==> config.mk <==
export PLATFORM = sky130hd
export DESIGN_NAME = dmem_responder
export DESIGN_NICKNAME = d
export VERILOG_FILES = /design/src/rtl/dmem_responder.sv
export SDC_FILE = /design/constraint.sdc
export NUM_CORES = 2
export LEC_CHECK = 0
export CAP_MARGIN = 20
export CORE_MARGIN = 5
export CORE_UTILIZATION = 29
export CTS_CLUSTER_DIAMETER = 100
export DETAILED_ROUTE_END_ITERATION = 16
export GPL_TIMING_DRIVEN = 0
export PLACE_DENSITY = 0.41
export SLEW_MARGIN = 20
export SYNTH_ARGS = -nofsm -noshare
export SYNTH_HDL_FRONTEND = slang
export SYNTH_SLANG_ARGS = --single-unit
==> constraint.sdc <==
create_clock -name clk -period 3.7 [get_ports clk]
set_input_delay 0.555 -clock clk [delete_from_list [all_inputs] [get_ports clk]]
set_output_delay 0.555 -clock clk [all_outputs]
set_load 0.02 [all_outputs]
==> src/rtl/dmem_responder.sv <==
// dmem_responder: fixed-latency data-memory responder for the Memory stage.
// A load or store is captured on its first cycle. The pipeline is stalled
// for 1 + LATENCY cycles. The access completes on the last BUSY edge, and
// one DONE cycle lets the pipeline advance past the served request.
module dmem_responder #(
    parameter int DEPTH   = 64,
    parameter int ADDR_W  = 6,
    parameter int LATENCY = 2,
    parameter int CNT_W   = 4
) (
    input  logic        clk,
    input  logic        rst,
    input  logic        req_valid,
    input  logic        req_we,
    input  logic [31:0] req_addr,
    input  logic [31:0] req_wdata,
    output logic [31:0] rdata,
    output logic        stall_mem,
    output logic        misalign_err,
    output logic [15:0] test_value
);

    typedef enum logic [1:0] {
        IDLE = 2'd0,
        BUSY = 2'd1,
        DONE = 2'd2
    } state_t;

    localparam logic [CNT_W-1:0] CNT_LOAD = CNT_W'(LATENCY - 1);
    localparam logic [CNT_W-1:0] CNT_ZERO = {CNT_W{1'b0}};
    localparam logic [CNT_W-1:0] CNT_ONE  = CNT_W'(1);

    state_t              state_r;
    state_t              state_next_s;
    logic [CNT_W-1:0]    cnt_r;
    logic                cap_we_r;
    logic [ADDR_W-1:0]   cap_idx_r;
    logic [31:0]         cap_wdata_r;
    logic [31:0]         rdata_r;
    logic                misalign_r;
    logic [31:0]         mem_r [DEPTH];
    logic                access_now_s;

    // The access fires on the last BUSY cycle, once the latency count is exhausted.
    assign access_now_s = (state_r == BUSY) && (cnt_r == CNT_ZERO);

    // State register; reset abandons any in-flight access.
    always_ff @(posedge clk) begin
        if (rst) begin
            state_r <= IDLE;
        end else begin
            state_r <= state_next_s;
        end
    end

    // Next-state and stall decode; the stall is combinational so a new request stalls at once.
    always_comb begin
        state_next_s = state_r;
        stall_mem    = 1'b0;
        case (state_r)
            IDLE: begin
                if (req_valid) begin
                    stall_mem    = 1'b1;
                    state_next_s = BUSY;
                end else begin
                    state_next_s = IDLE;
                end
            end
            BUSY: begin
                stall_mem = 1'b1;
                if (cnt_r == CNT_ZERO) begin
                    state_next_s = DONE;
                end else begin
                    state_next_s = BUSY;
                end
            end
            DONE: begin
                // A request still held here is the one just served, so it is not re-captured.
                state_next_s = IDLE;
            end
            default: begin
                state_next_s = IDLE;
            end
        endcase
    end

    // Request capture, latency countdown, and the single memory access per request.
    always_ff @(posedge clk) begin
        if (rst) begin
            cnt_r       <= CNT_ZERO;
            cap_we_r    <= 1'b0;
            cap_idx_r   <= {ADDR_W{1'b0}};
            cap_wdata_r <= 32'h0000_0000;
            rdata_r     <= 32'h0000_0000;
            misalign_r  <= 1'b0;
            for (int i = 0; i < DEPTH; i++) begin
                mem_r[i] <= 32'h0000_0000;
            end
        end else begin
            case (state_r)
                IDLE: begin
                    if (req_valid) begin
                        cap_we_r    <= req_we;
                        cap_idx_r   <= req_addr[ADDR_W+1:2];
                        cap_wdata_r <= req_wdata;
                        cnt_r       <= CNT_LOAD;
                        // Sticky: once set, only reset clears it.
                        if (req_addr[1:0] != 2'b00) begin
                            misalign_r <= 1'b1;
                        end
                    end
                end
                BUSY: begin
                    if (!access_now_s) begin
                        cnt_r <= cnt_r - CNT_ONE;
                    end else if (cap_we_r) begin
                        mem_r[cap_idx_r] <= cap_wdata_r;
                    end else begin
                        rdata_r <= mem_r[cap_idx_r];
                    end
                end
                default: begin
                    cnt_r <= cnt_r;
                end
            endcase
        end
    end

    assign rdata        = rdata_r;
    assign misalign_err = misalign_r;
    assign test_value   = mem_r[0][15:0];

endmodule

# Word level (Yosys, flattened, before mapping)

Memory sizes are Yosys's and may differ from the RTL's. A register that Yosys moved wholly into a read port is not among the register bits.
Index checks and enable logic that the tools add are counted.

Flip-flop bits (word level): 46
Memory bits (writable): 2048
Memories: 1

Equality and inequality tests: 3
$add $sub $neg: 1
Reduce and logical (&&, ||, !) cells: 10
Bitwise logic cells: 1
Muxes and demuxes: 18

Memories:

| name  | depth | width | rd ports | clocked after memory_dff | write ports | line | source |
|---|---|---|---|---|---|---|---|
| mem_r | 64    | 32    | 2        | 1                        | 64          | 41   | `logic [31:0] mem_r [DEPTH];` |

Operators by type and width:

| kind                                                                   | number |
|---|---|
| 32-bit two-way mux                                                     | 1 |
| 32-bit OR reduction                                                    | 1 |
| 1-bit two-way mux                                                      | 10 |
| 3-bit AND reduction                                                    | 3 |
| 4-bit two-way mux                                                      | 2 |
| 4-bit one-hot mux with 2 select lines                                  | 1 |
| 6-bit two-way mux                                                      | 1 |
| 4-bit zero test                                                        | 1 |
| 2-bit inequality test (second input constant)                          | 2 |
| 2-bit one-hot mux with 2 select lines                                  | 1 |
| 2-bit nonzero test                                                     | 2 |
| 4-bit by 1-bit subtractor with 4-bit output (second input constant)    | 1 |
| 2-bit by 1-bit equality test with 1-bit output (second input constant) | 1 |
| 2-bit zero test                                                        | 1 |
| 2-bit two-way mux                                                      | 1 |
| 1-bit one-hot mux with 2 select lines                                  | 1 |
| 2-bit AND reduction                                                    | 1 |
| 1-bit logical AND                                                      | 1 |
| 1-bit inverter                                                         | 1 |

# Depth between registers and ports, before layout

Word-level depth: 8
Depth in mapped cells: 12
Depth with buffers taken out: 8

# Least setup slack after synthesis

OpenSTA, ideal clock, no wires.

Kind: register to register
Start: register cnt_r[0]
End: memory mem_r[15][0] (enable)
Path slack: 1205 ps
Library setup time: 375 ps
Data required time: 3325 ps
Arrival: 2120 ps
Stages on the path, launching flop included: 9
Clock period less this slack: 2495 ps
Buffers on the path: 0
Cell sequence: dfxtp_1 > inv_1 > ha_1 > nor3b_2 > nand2_1 > nor2_4 > nand4_1 > nor2_1 > or2_2

RTL lines:

| what                     | line | source |
|---|---|---|
| start: declaration       | 35   | `logic [CNT_W-1:0] cnt_r;` |
| start signal: assignment | 115  | `cnt_r <= cnt_r - CNT_ONE;` |
| start signal: assignment | 123  | `cnt_r <= cnt_r;` |
| end: declaration         | 41   |  |

==> results by group <==
Outcome
  – Outcome: finished with violations
  – Failing checks: capacitance limit, slew limit, setup timing

Power
  – Maximum vdd drop: 0.000399 V
  – Power Dens Cells: 519 mW/mm²
  – Pleak: 40.4 nW
  – Tot Pwr: 59.8 mW

Detailed routing
  – Vias/cell: 5.90
  – Remaining antenna violation count: 0
  – DRT Wirelength: 594,000 µm
  – Via count: 70,800
  – Drt wl/cell: 49.5 µm
  – Drt first pass iters: 6
  – Initial DRC Count: 12,200
  – Residual DRC count: 0

Synth
  – Synthesized cell area: 0.0960 mm²
  – Top cell type's share of synthesized area: 64.1%
  – Complex-gate fraction of the synthesized area: 6.47%
  – Top FF cell, synth: edfxtp_1
  – Asr flop ratio synth: 0%
  – Syn_area_per_cell: 14.0 µm²
  – Syn Nets: 6,921
  – Seq cells post-synth: 2,126
  – Multiplexer area fraction after synthesis: 8.19%
  – Largest cells by area after synthesis: edfxtp_1 64%, and2_1 13%, mux4_2 5.1%, a221oi_1 2.5%, clkbuf_1 2.1%
  – Main combinational cell family by area after synthesis: simple AND/OR/NAND/NOR gates
  – Syn Inst Count: 6,852
  – Synth Area in Simple Gates: 16.2%
  – Warnings from Yosys: 0
  – XOR/XNOR share of the synthesized area: 0.0182%
  – Post-synth EDFFs: 2,048
  – Register area share after synthesis: 65.7%
  – Unique masters post-synth: 78
  – Dominant cell type by area after synthesis: edfxtp_1
  – Adder-Cell Fraction of Synth Area: 0.0130%

Critical path
  – Worst Reg-to-Reg Cells: 11
  – Critical path type: reg2reg
  – Reg2Reg Launch Point: cap_idx_r[0]
  – Critical path data required time: 4570 ps
  – Critical R2R Capture: rdata[19]
  – R2R setup slack: -230 ps
  – Crit path DAT: 4800 ps
  – Worst Setup End Kind: flip-flop
  – Most frequent CP cell: buf_12
  – Crit path cell chain: buf_12 > buf_12 > buf_12 > nor2_4 > clkbuf_4 > buf_2 > a22oi_1 > o21ai_1 > a221oi_2 > buf_4 > a211oi_1
  – Crit-path max FO: 10
  – CP max stage cell: o21ai_1
  – Worst setup SP type: flip-flop
  – Max stage delay on crit path: 730 ps

Worst hold path
  – Worst hold endpoint: cap_wdata_r[4]
  – Hold WC Path Type: in2reg
  – Hold Path Origin: req_wdata[4]
  – Worst Hold Depth: 3

STA
  – Final hold violations: 0
  – Fmax: 254 MHz
  – Setup-failing EPs final: 568
  – RSZ-0062 raised after global routing: yes
  – Final WS setup: -233 ps
  – Worst Skew: 73.5 ps
  – Final hold slack: 143 ps
  – Final Slew Violations: 21
  – Least-Margin Pin Slew: 1560 ps
  – Headroom to the max-slew limit: -4.04%
  – Fin crit period: 3930 ps
  – Final critical-path share of the clock period: 106%

Placement
  – IO Port Bufs: 92
  – GPL Wtd Cong: 1.02
  – Dpl hpwl: 408,000 µm
  – Post-DP Area: 0.105 mm²

Floorplan
  – CORE AREA: 0.330 mm²
  – Number of I/O pins: 118
  – Die extent in x: 585 µm
  – Initial Util: 29.1%
  – Die Span Y: 585 µm
  – # rows: 211
  – Die area: 0.343 mm²

Clock tree
  – Clock-pin slew on the worst setup and hold paths: 60 ps
  – CTS Buf Count: 244
  – Clk_lat worst skew: 970 ps
  – CTS sink count: 2,126
  – CTS Hold Bufs: 0
  – Clock Path Buffers: 4
  – H-tree depth: 4
  – Root Driver: clkbuf_16
  – CTS tree: done

Finish
  – Post-route cell area: 0.115 mm²
  – Final nets: 7,448
  – Filler cells: 32,400
  – Utilization after layout: 34.9%
  – Fraction of layout cells with a size suffix above 1: 19.3%
  – Layout area overhead: 19.9%

Flow run
  – Max_cap viols: 1

Global routing
  – Tot GR Track Use: 33.5%
  – Gr ovfl total: 0
  – First-pass GRT wire length: 732,000 µm
  – Largest net degree at the start of global routing: 33
  – Vias in the first global route: 64,700
  – Antenna violations before repair: 118
[cell families after synthesis]
logic type	after synthesis
compound gates	836
buf+inv	749
xor+xnor	2
flops	2126
mux	502
fa+ha+maj	1
simple gates	2636
[worst max-delay path, delay by kind of cell, from the launching register on]
family / cells / cell delay, ps
buffers and inverters: 6 / 1970
DFF: 1 / 320
AOI/OAI and AO/OA: 4 / 1190
and+or+nand+nor: 1 / 200
[registers in the layout, indices dropped and copies added (netlist names)]
register      count
cnt_r             4
cap_idx_r         6
rdata            32
misalign_err      1
cap_wdata_r      32
state_r           2
cap_we_r          1
mem_r          2048
[how the worst max path moves through the flow]
stage                  from            end  slack (ps)
3_5_place_dp   cap_idx_r[1]  mem_r[25][15]       -2080
3_3_place_gp   cap_idx_r[1]  mem_r[30][13]       -2970
5_1_grt        cap_idx_r[0]      rdata[12]         -80
6_report       cap_idx_r[0]      rdata[19]        -230
2_1_floorplan      cnt_r[0]   mem_r[15][0]        1210
4_1_cts        cap_idx_r[0]      rdata[25]        -230
[metrics by stage]
| step | TNS (ps) | std cells | setup slack, ps |
|---|---|---|---|
| global route | -372 | 11900 | -81.9 |
| detailed placement | -4737250 | 11400 | -2080 |
| global placement | -6777710 | 11300 | -2970 |
| finish | -26620 | 12000 | -233 |
| CTS | -80310 | 11900 | -233 |
| floorplan | 0 | 6852 | 1210 |
[per-layer routing]
| layer | GRT usage (%) | vias to the layer above | wire [µm] |
|---|---|---|---|
| li1 | - | 26400 | - |
| met1 | 43.6 | 37700 | 228000 |
| met2 | 47.8 | 5415 | 245000 |
| met3 | 9.89 | 1278 | 69800 |
| met4 | 23.3 | 30 | 51100 |
| met5 | 0 | - | 199 |
[power by group]
group          internal, mW  switching (mW)
clock network          13.0            10.9
logic                  1.94            6.39
registers              27.1           0.377
[Yosys cell counts, types with 7 or more instances]
cell	count
or2_2	69
a22o_1	23
nor2_1	222
a221o_1	13
nand2b_1	7
o21ai_0	91
nor3_1	22
a221oi_1	274
nand3_1	21
buf_4	51
a211oi_1	15
and3_1	12
nand2_1	180
nor2b_1	8
a222oi_1	9
mux2i_1	196
o31a_1	11
edfxtp_1	2048
a21oi_1	105
o221ai_1	17
o22ai_1	92
dfxtp_1	78
buf_1	24
mux2_2	87
buf_6	18
a22oi_1	113
buf_2	118
and2_1	2053
clkbuf_1	530
mux4_2	218
nand4_1	10
a31oi_1	12
a311oi_1	17
[placed cells by master, fill, tap and decap left out, drive strengths merged, types with 10 or more instances in the layout]
| cell type | count |
|---|---|
| and2 | 2053 |
| edfxtp | 2048 |
| clkbuf | 865 |
| buf | 352 |
| a221oi | 275 |
| nor2 | 227 |
| mux4 | 218 |
| mux2i | 196 |
| nand2 | 181 |
| or2 | 121 |
| a22oi | 113 |
| a21oi | 105 |
| clkdlybuf4s50 | 92 |
| o22ai | 92 |
| o21ai | 91 |
| mux2 | 88 |
| clkinv | 84 |
| dfxtp | 78 |
| diode | 57 |
| nor3 | 24 |
| nand3 | 24 |
| a22o | 23 |
| o221ai | 17 |
| a311oi | 17 |
| a211oi | 15 |
| a221o | 13 |
| and3 | 12 |
| nand4 | 12 |
| a31oi | 12 |
| inv | 12 |
| o31a | 11 |
| nor2b | 10 |
[area by class of cell]
type | count | area (µm²) | area share (%)
diodes | 57 | 143 | 0.124
plain buffers | 739 | 4380 | 3.81
clock buffers | 338 | 6610 | 5.74
clock inverters | 105 | 825 | 0.716
inverters | 6 | 22.5 | 0.0196
multi-input cells | 4029 | 31300 | 27.2
flip-flops and latches | 2126 | 63100 | 54.8
well taps | 4366 | 5460 | 4.75
repair buffers | 233 | 3260 | 2.83
[timing repair]
action / CTS / global route
pin swaps: 28 / 10
buffers inserted: 29 / 26
setup endpoints to repair: 4077 / 2191
cloned: 40 / 12
gates resized for setup: 429 / 226
Note: power is estimated with default switching activity, not from simulation.
